<file path="config.mk">
export PLATFORM = sky130hd
export DESIGN_NAME = prio_mixer
export DESIGN_NICKNAME = d
export VERILOG_FILES = /design/src/rtl/prio_pkg.sv /design/src/rtl/prio_settle_cnt.sv /design/src/rtl/prio_mixer.sv
export SDC_FILE = /design/constraint.sdc
export NUM_CORES = 1
export LEC_CHECK = 0
export BUFFER_PORTS_ARGS = -buffer_cell sky130_fd_sc_hd__buf_2
export CORE_ASPECT_RATIO = 1.2
export CORE_MARGIN = 3
export CORE_UTILIZATION = 50
export DETAILED_ROUTE_END_ITERATION = 8
export PLACE_DENSITY = 0.84
export SETUP_SLACK_MARGIN = 0.1
export SLEW_MARGIN = 20
export SYNTH_ARGS = -nofsm -noshare
export SYNTH_HDL_FRONTEND = slang
export SYNTH_HIERARCHICAL = 1
export SYNTH_SLANG_ARGS = --single-unit
</file>
<file path="constraint.sdc">
create_clock -name CLK -period 1.7 [get_ports CLK]
set_input_delay 0 -clock CLK [delete_from_list [all_inputs] [get_ports CLK]]
set_output_delay 0 -clock CLK [all_outputs]
set_load 0.02 [all_outputs]
</file>
<file path="src/rtl/prio_pkg.sv">
// Shared encodings for the priority mixer: layer numbers, PROM data bits and
// the PROM address bit map.
package prio_pkg;

    typedef enum logic [1:0] {
        LYR_FIX = 2'd0,
        LYR_A   = 2'd1,
        LYR_B   = 2'd2,
        LYR_OBJ = 2'd3
    } layer_e;

    localparam int Q_SHADOW   = 2;
    localparam int Q_BACKDROP = 3;

    localparam int ADR_NVA  = 0;
    localparam int ADR_NVB  = 1;
    localparam int ADR_NOBJ = 2;
    localparam int ADR_NFIX = 3;
    localparam int ADR_OBP2 = 4;
    localparam int ADR_OBP1 = 5;
    localparam int ADR_OBP0 = 6;

    function automatic logic opaque(input logic [3:0] idx);
        return idx != 4'h0;
    endfunction

endpackage

</file>
<file path="src/rtl/prio_settle_cnt.sv">
// PROM settle timer: reloads on every pixel strobe, counts down to zero, and
// latches an error when a strobe arrives before the count has expired.
module prio_settle_cnt #(
    parameter int SETTLE = 2
) (
    input  logic clk,
    input  logic rst_n,
    input  logic load,
    output logic err
);

    generate
        if (SETTLE == 0) begin : g_none
            assign err = 1'b0;
        end else begin : g_cnt
            localparam int CW = $clog2(SETTLE + 1);

            logic [CW-1:0] cnt_q, cnt_d;
            logic          err_q, err_d;
            logic          cnt_zero;

            assign cnt_zero = (cnt_q == '0);

            always_comb begin
                cnt_d = cnt_zero ? cnt_q : cnt_q - 1'b1;
                err_d = err_q | (load & ~cnt_zero);
                if (load) begin
                    cnt_d = CW'(SETTLE);
                end
            end

            always_ff @(posedge clk or negedge rst_n) begin
                if (!rst_n) begin
                    cnt_q <= '0;
                    err_q <= 1'b0;
                end else begin
                    cnt_q <= cnt_d;
                    err_q <= err_d;
                end
            end

            assign err = err_q;
        end
    endgenerate

endmodule

</file>
<file path="src/rtl/prio_mixer.sv">
// Two-stage layer mixer: stage 1 captures pixels and drives the priority PROM,
// stage 2 uses the PROM answer to pick the winning pixel for the palette RAM.
module prio_mixer
    import prio_pkg::*;
#(
    parameter int PX_W   = 8,
    parameter int SETTLE = 2
) (
    input  logic            CLK,
    input  logic            RESn,
    input  logic            PXLEN,
    input  logic            BLANKn,
    input  logic [PX_W-1:0] FIX_PX,
    input  logic [PX_W-1:0] VA_PX,
    input  logic [PX_W-1:0] VB_PX,
    input  logic [PX_W-1:0] OBJ_PX,
    input  logic [2:0]      OBJ_PRI,
    output logic [7:0]      PROM_ADDR,
    output logic            PROM_EN1n,
    output logic            PROM_EN2n,
    input  logic [3:0]      PROM_Q,
    output logic [PX_W+1:0] PAL_ADDR,
    output logic            PAL_SHADOW,
    output logic            PAL_VALID,
    output logic            SETTLE_ERR
);

    localparam logic [PX_W-1:0] IDX_MASK = PX_W'(4'hF);

    logic [PX_W-1:0] layer_in [4];
    logic [3:0]      opaque_in;
    logic [7:0]      addr_in;

    logic [PX_W-1:0] px_q [4];
    logic [PX_W-1:0] px_d [4];
    logic            blank_q, blank_d;
    logic            s1_valid_q, s1_valid_d;
    logic [7:0]      prom_addr_q, prom_addr_d;
    logic [PX_W+1:0] pal_addr_q, pal_addr_d;
    logic            pal_shadow_q, pal_shadow_d;
    logic            pal_valid_q, pal_valid_d;

    logic [PX_W-1:0] sel_px;
    logic            out_ok;

    assign layer_in[int'(LYR_FIX)] = FIX_PX;
    assign layer_in[int'(LYR_A)]   = VA_PX;
    assign layer_in[int'(LYR_B)]   = VB_PX;
    assign layer_in[int'(LYR_OBJ)] = OBJ_PX;

    genvar gi;
    generate
        for (gi = 0; gi < 4; gi++) begin : g_opaque
            assign opaque_in[gi] = opaque(layer_in[gi][3:0]);
        end
    endgenerate

    // Priority bits go in reversed order: OBP0 lands on the highest used bit.
    always_comb begin
        addr_in           = 8'h00;
        addr_in[ADR_NVA]  = opaque_in[int'(LYR_A)];
        addr_in[ADR_NVB]  = opaque_in[int'(LYR_B)];
        addr_in[ADR_NOBJ] = opaque_in[int'(LYR_OBJ)];
        addr_in[ADR_NFIX] = opaque_in[int'(LYR_FIX)];
        addr_in[ADR_OBP2] = OBJ_PRI[2];
        addr_in[ADR_OBP1] = OBJ_PRI[1];
        addr_in[ADR_OBP0] = OBJ_PRI[0];
    end

    always_comb begin
        px_d         = px_q;
        blank_d      = blank_q;
        s1_valid_d   = s1_valid_q;
        prom_addr_d  = prom_addr_q;
        pal_addr_d   = pal_addr_q;
        pal_shadow_d = pal_shadow_q;
        pal_valid_d  = pal_valid_q;

        sel_px = px_q[PROM_Q[1:0]];
        if (PROM_Q[Q_BACKDROP]) begin
            sel_px = sel_px & ~IDX_MASK;
        end
        out_ok = s1_valid_q & blank_q;

        if (PXLEN) begin
            px_d         = layer_in;
            blank_d      = BLANKn;
            s1_valid_d   = 1'b1;
            prom_addr_d  = addr_in;
            pal_addr_d   = out_ok ? {PROM_Q[1:0], sel_px} : '0;
            pal_shadow_d = out_ok & PROM_Q[Q_SHADOW];
            pal_valid_d  = out_ok;
        end
    end

    always_ff @(posedge CLK or negedge RESn) begin
        if (!RESn) begin
            for (int i = 0; i < 4; i++) begin
                px_q[i] <= '0;
            end
            blank_q      <= 1'b0;
            s1_valid_q   <= 1'b0;
            prom_addr_q  <= 8'h00;
            pal_addr_q   <= '0;
            pal_shadow_q <= 1'b0;
            pal_valid_q  <= 1'b0;
        end else begin
            px_q         <= px_d;
            blank_q      <= blank_d;
            s1_valid_q   <= s1_valid_d;
            prom_addr_q  <= prom_addr_d;
            pal_addr_q   <= pal_addr_d;
            pal_shadow_q <= pal_shadow_d;
            pal_valid_q  <= pal_valid_d;
        end
    end

    prio_settle_cnt #(
        .SETTLE(SETTLE)
    ) u_settle (
        .clk  (CLK),
        .rst_n(RESn),
        .load (PXLEN),
        .err  (SETTLE_ERR)
    );

    assign PROM_ADDR  = prom_addr_q;
    assign PROM_EN1n  = ~RESn;
    assign PROM_EN2n  = ~RESn;
    assign PAL_ADDR   = pal_addr_q;
    assign PAL_SHADOW = pal_shadow_q;
    assign PAL_VALID  = pal_valid_q;

endmodule

</file>
**Word-level counts from Yosys, hierarchy flattened**

Cells that the tools add are included.

- Bits in registers: 56
- Logic and storage cells: 34

- Add/sub/neg operators: 1
- Order comparisons: 1
- Eq/ne operators: 1
- Mux-type cells: 7
- Bitwise gates (word level): 7
- Reductions and logical operators: 5

Operator list:

| kind | count |
|---|---|
| $bmux W8 S2 | 1 |
| $mux W8 | 2 |
| $reduce_bool A4 Y1 | 4 |
| $mux W10 | 1 |
| $mux W2 | 2 |
| $mux W4 | 1 |
| $and A1 B1 Y1 | 3 |
| $ge A3 B3 Y1 const B | 1 |
| $not A2 Y3 | 1 |
| $logic_not A2 Y1 | 1 |
| $ne A2 B2 Y1 const B | 1 |
| $not A1 Y1 | 2 |
| $sub A2 B1 Y2 const B | 1 |
| $or A1 B1 Y1 | 1 |

**Longest topological paths before layout**

- Word-level depth: 6
- Mapped depth: 4
- Depth with buffers taken out: 4

**By module**

The synthesis kept the hierarchy.

By module, submodules not included:

| module | instances | cells an instance | area each (um^2) | seq. area each (um^2) |
|---|---|---|---|---|
| prio_mixer | 1 | 138 | 2175.8 | 1326.3 |
| prio_settle_cnt | 1 | 13 | 140.1 | 75.1 |

**Worst setup path after synthesis**

No wires, ideal clock.

- Path type: flip-flop to flip-flop
- From: reg px_q[0] (netlist bit)
- To: reg pal_addr_q[0], in the netlist PAL_ADDR[0]
- Library setup time: 0.121 ns
- Arrival time: 0.988 ns
- Required time: 1.579 ns
- Slack: 0.591 ns
- Stages on the path, launching flop included: 3
- Path buffers: 0
- Clock period less this slack: 1.109 ns
- Cells stage by stage: dfrtp_1 -> mux4_2 -> a22o_1

- Longest elaborated chain between the ends: 5

RTL lines:

| item | line | source |
|---|---|---|
| start: declaration | prio_mixer.sv:34 | `logic [PX_W-1:0] px_q [4];` |
| start signal: assignment | prio_mixer.sv:108 | `px_q <= px_d;` |
| $bmux W8 S2 | prio_mixer.sv:79 | `sel_px = px_q[PROM_Q[1:0]];` |
| $mux W8 (not written as such) (2 in series) | prio_mixer.sv:79 |  |
| $mux W4 | prio_mixer.sv:80 | `if (PROM_Q[Q_BACKDROP]) begin` |
| $mux W10 | prio_mixer.sv:90 | `pal_addr_d = out_ok ? {PROM_Q[1:0], sel_px} : '0;` |
| end signal: assignment | prio_mixer.sv:112 | `pal_addr_q <= pal_addr_d;` |
| end: declaration | prio_mixer.sv:39 | `logic [PX_W+1:0] pal_addr_q, pal_addr_d;` |

Every way passes these cells. The select of a mux whose other input is x is not followed.
A chain may end at the register's enable or synchronous reset.

**Worst setup path in the final report**

- From: in PXLEN
- To: reg pal_addr_q[8], in the netlist PAL_ADDR[8]

RTL lines:

| item | line | source |
|---|---|---|
| start: declaration | prio_mixer.sv:11 | `input logic PXLEN,` |

No word-level cell between the ends.

==> results.sh <==
export IMPL_outcome="finished, final reports clean"
export IMPL_wl_per_cell_um=17.6
export IMPL_seq_area_frac_synth_pct=60.5
export IMPL_max_freq_ghz=0.766
export IMPL_fin_skew_ns=0.00801
export IMPL_drive_above_1_share_pct=47.5
export IMPL_hpwlAfterDp_um=3380
export IMPL_min_period_over_period_pct=76.8
export IMPL_drt_iter0_drc=46
export IMPL_clkPwrFrac_pct=28.7
export IMPL_grt_use_met2_pct=36.5
export IMPL_syn_to_final_growth_pct=36.8
export IMPL_p_sw_mw=0.751
export IMPL_clock_sinks=56
export IMPL_path_class="in -> reg"
export IMPL_layout_common_cells="64 x buf_2, 56 x dfrtp_1, 39 x dlygate4sd3_1, 36 x mux2_2, 10 x a22o_1"
export IMPL_root_buffer="clkbuf_8"
export IMPL_drc=0
export IMPL_layout_nets=298
export IMPL_finalCriticalPeriod_ns=1.31
export IMPL_timing_final_hold_violations=0
export IMPL_crit_family="buffers and inverters"
export IMPL_die_area_sq_um=5490
export IMPL_ant_nets=0
export IMPL_switching_share_pct=25.2
export IMPL_finalPower_mw=2.98
export IMPL_cts_htree_levels=2
export IMPL_p_int_mw=2.22
export IMPL_crit_path_end_kind="flop"
export IMPL_critPathMaxStageDelay_ns=0.53
export IMPL_worstHoldPathCells=2
export IMPL_grt_antenna_before_repair=0
export IMPL_ys_types=23
export IMPL_crit_path_top_delay_cell="dlygate4sd3_1"
export IMPL_grt_pass1_vias=1714
export IMPL_cp_num_buf_inv=4
export IMPL_hp_start="PROM_Q[1]"
export IMPL_arrival_ns=1.51
export IMPL_cts_tree="done"
export IMPL_cts_setup_buffers=0
export IMPL_yosysWarningCount=6
export IMPL_worst_r2r_cell_count=2
export IMPL_r2r_start="px_q[24]"
export IMPL_synthCells=151
export IMPL_cts_buffers=5
export IMPL_cp_cell_sequence="dlygate4sd3_1 > buf_2 > buf_4 > inv_1 > a22o_2"
export IMPL_powerDensity_nw_per_um2=939
export IMPL_holdPathEnd="PAL_ADDR[9]"
export IMPL_ff_latch_area_sq_um=1400
export IMPL_dieHeight_um=80.6
export IMPL_power_leakage_nw=1.47
export IMPL_postSynthAreaPerCell_sq_um=15.3
export IMPL_synthesis_nets=195
export IMPL_maxCapViolCount=0
export IMPL_setup_viol=0
export IMPL_syn_area_sq_um=2320
export IMPL_ioPinCount=66
export IMPL_seqPwrFrac_pct=52.1
export IMPL_die_w_um=68.1
export IMPL_diodes=0
export IMPL_cts_resized=0
export IMPL_grt_start_max_net_pins=33
export IMPL_rrSetupSlack_ns=0.52
export IMPL_globalplace_congestion=0.705
export IMPL_grtUsageTotal_pct=22.0
export IMPL_insertion_delay_ns=0.31
export IMPL_multi_input_area_sq_um=831
export IMPL_tns_ns=0
export IMPL_cp_required_ns=1.91
export IMPL_vias_per_cell=5.28
export IMPL_start_kind="primary input"
export IMPL_combinationalPowerShare_pct=19.3
export IMPL_grt_pass1_wl_um=8640
export IMPL_slew_violations=0
export IMPL_final_common_cell="buf_2"
export IMPL_hp_class="in -> reg"
export IMPL_ys_seq_elements=56
export IMPL_portBuffers=64
export IMPL_crit_fanout=18
export IMPL_rsz0062_at_grt="false"
export IMPL_vdd_ir_drop_max_mv=0.742
export IMPL_core_area_sq_um=4360
export IMPL_num_vias=1643
export IMPL_groute_layer_met3_usage_pct=5.31
export IMPL_dr_pass1_iters=4
export IMPL_drt_total_wl_um=5480
export IMPL_busiest_layer="met2"
export IMPL_fp_row_count=26
export IMPL_grt_util_met1_pct=27.3
export IMPL_timing_rr_end="PAL_ADDR[0]"
export IMPL_clk_pin_slew_ns=0.10
export IMPL_n_fill_cell=300
export IMPL_start_util_pct=53.1
export IMPL_clk_path_buf_depth=2
export IMPL_overflow=0
routing by layer:
layer  vias up  routed length [um]
li1        753                   -
met1       832                2150
met2        48                2960
met3        10                 244
met4         0                 117
met5         -                   0
power by group through the flow:
stage          sequential (mW)  combinational [mW]  clock (mW)
2_1_floorplan             1.60               0.289           0
3_3_place_gp              1.57               0.486           0
3_5_place_dp              1.58               0.500           0
4_1_cts                   1.55               0.570       0.865
5_1_grt                   1.56               0.627       0.919
6_report                  1.55               0.573       0.853
synth_stat cells:
master    number  share of area (%)
dfrtp_1       56                 61
mux2_2        36                 18
a22o_1        10                3.8
mux4_2         8                7.8
buf_2          6                1.3
inv_1          5               0.81
nor2_1         5               0.81
a21oi_1        4               0.86
nor4_1         4                1.1
a21o_1         3               0.97
buf_4          2               0.65
a22o_2         1               0.43
and3_1         1               0.27
and4b_1        1               0.43
buf_6          1               0.49
clkbuf_1       1               0.16
clkbuf_2       1               0.22
conb_1         1               0.16
ha_1           1               0.54
nand2b_1       1               0.27
or2_2          1               0.27
or2b_1         1               0.32
xor2_1         1               0.38
final cells by class:
cell class / count / share of cell area [%]
tap: 56 / 2.21
clock buffer: 6 / 2.29
clock inverter: 2 / 1.11
timing repair buffer: 107 / 23.4
multi-input combinational: 79 / 26.2
inverter: 5 / 0.592
sequential: 56 / 44.2
state kept, by name, indices dropped and copies added (netlist names):
name and flops:
PROM_ADDR 7, PAL_ADDR 10, u_settle/err 1, s1_valid_q 1, px_q 32, u_settle/g_cnt.cnt_q 2, PAL_SHADOW 1, blank_q 1
PAL_VALID 1
worst max-delay path by stage:
stage | from | end | slack (ns) | cells past startpoint
after detailed placement | PROM_Q[0] | PAL_ADDR[4] | 0.53 | 3
after global placement | px_q[1] | PAL_ADDR[1] | 0.56 | 2
after floorplan | px_q[0] | PAL_ADDR[0] | 0.59 | 2
final | PXLEN | PAL_ADDR[8] | 0.39 | 5
after global routing | PXLEN | PAL_ADDR[8] | 0.34 | 5
after CTS | PXLEN | PAL_ADDR[8] | 0.42 | 5
per-stage QoR:
| step | setup WS [ns] | hold WS [ns] | instances | instance area [sq um] | util (%) |
|---|---|---|---|---|---|
| floorplan | 0.591 | -0.296 | 151 | 2320 | - |
| global placement | 0.555 | 0.0961 | 264 | 2670 | 61.3 |
| detailed placement | 0.534 | 0.0901 | 264 | 2670 | 61.3 |
| CTS | 0.418 | 0.0972 | 311 | 3170 | 72.7 |
| global route | 0.343 | 0.106 | 311 | 3170 | 72.7 |
| finish | 0.394 | 0.0846 | 311 | 3170 | 72.7 |
cell families after synthesis:
logic type,share of synthesized area [%]
AOI/OAI and AO/OA,6.05
xor gates and xnor gates,0.378
adders and majority gates,0.540
buffers and inverters,3.62
DFF,60.5
muxes,25.3
other,0.162
and+or+nand+nor,3.46
repair_timing:
| action | 4_1_cts | 5_1_grt |
|---|---|---|
| endpoints found under the setup margin | 0 | 0 |
| hold endpoints to repair | 100 | 0 |
| hold buffers | 39 | 0 |
Power figures use the tool's default switching activity.
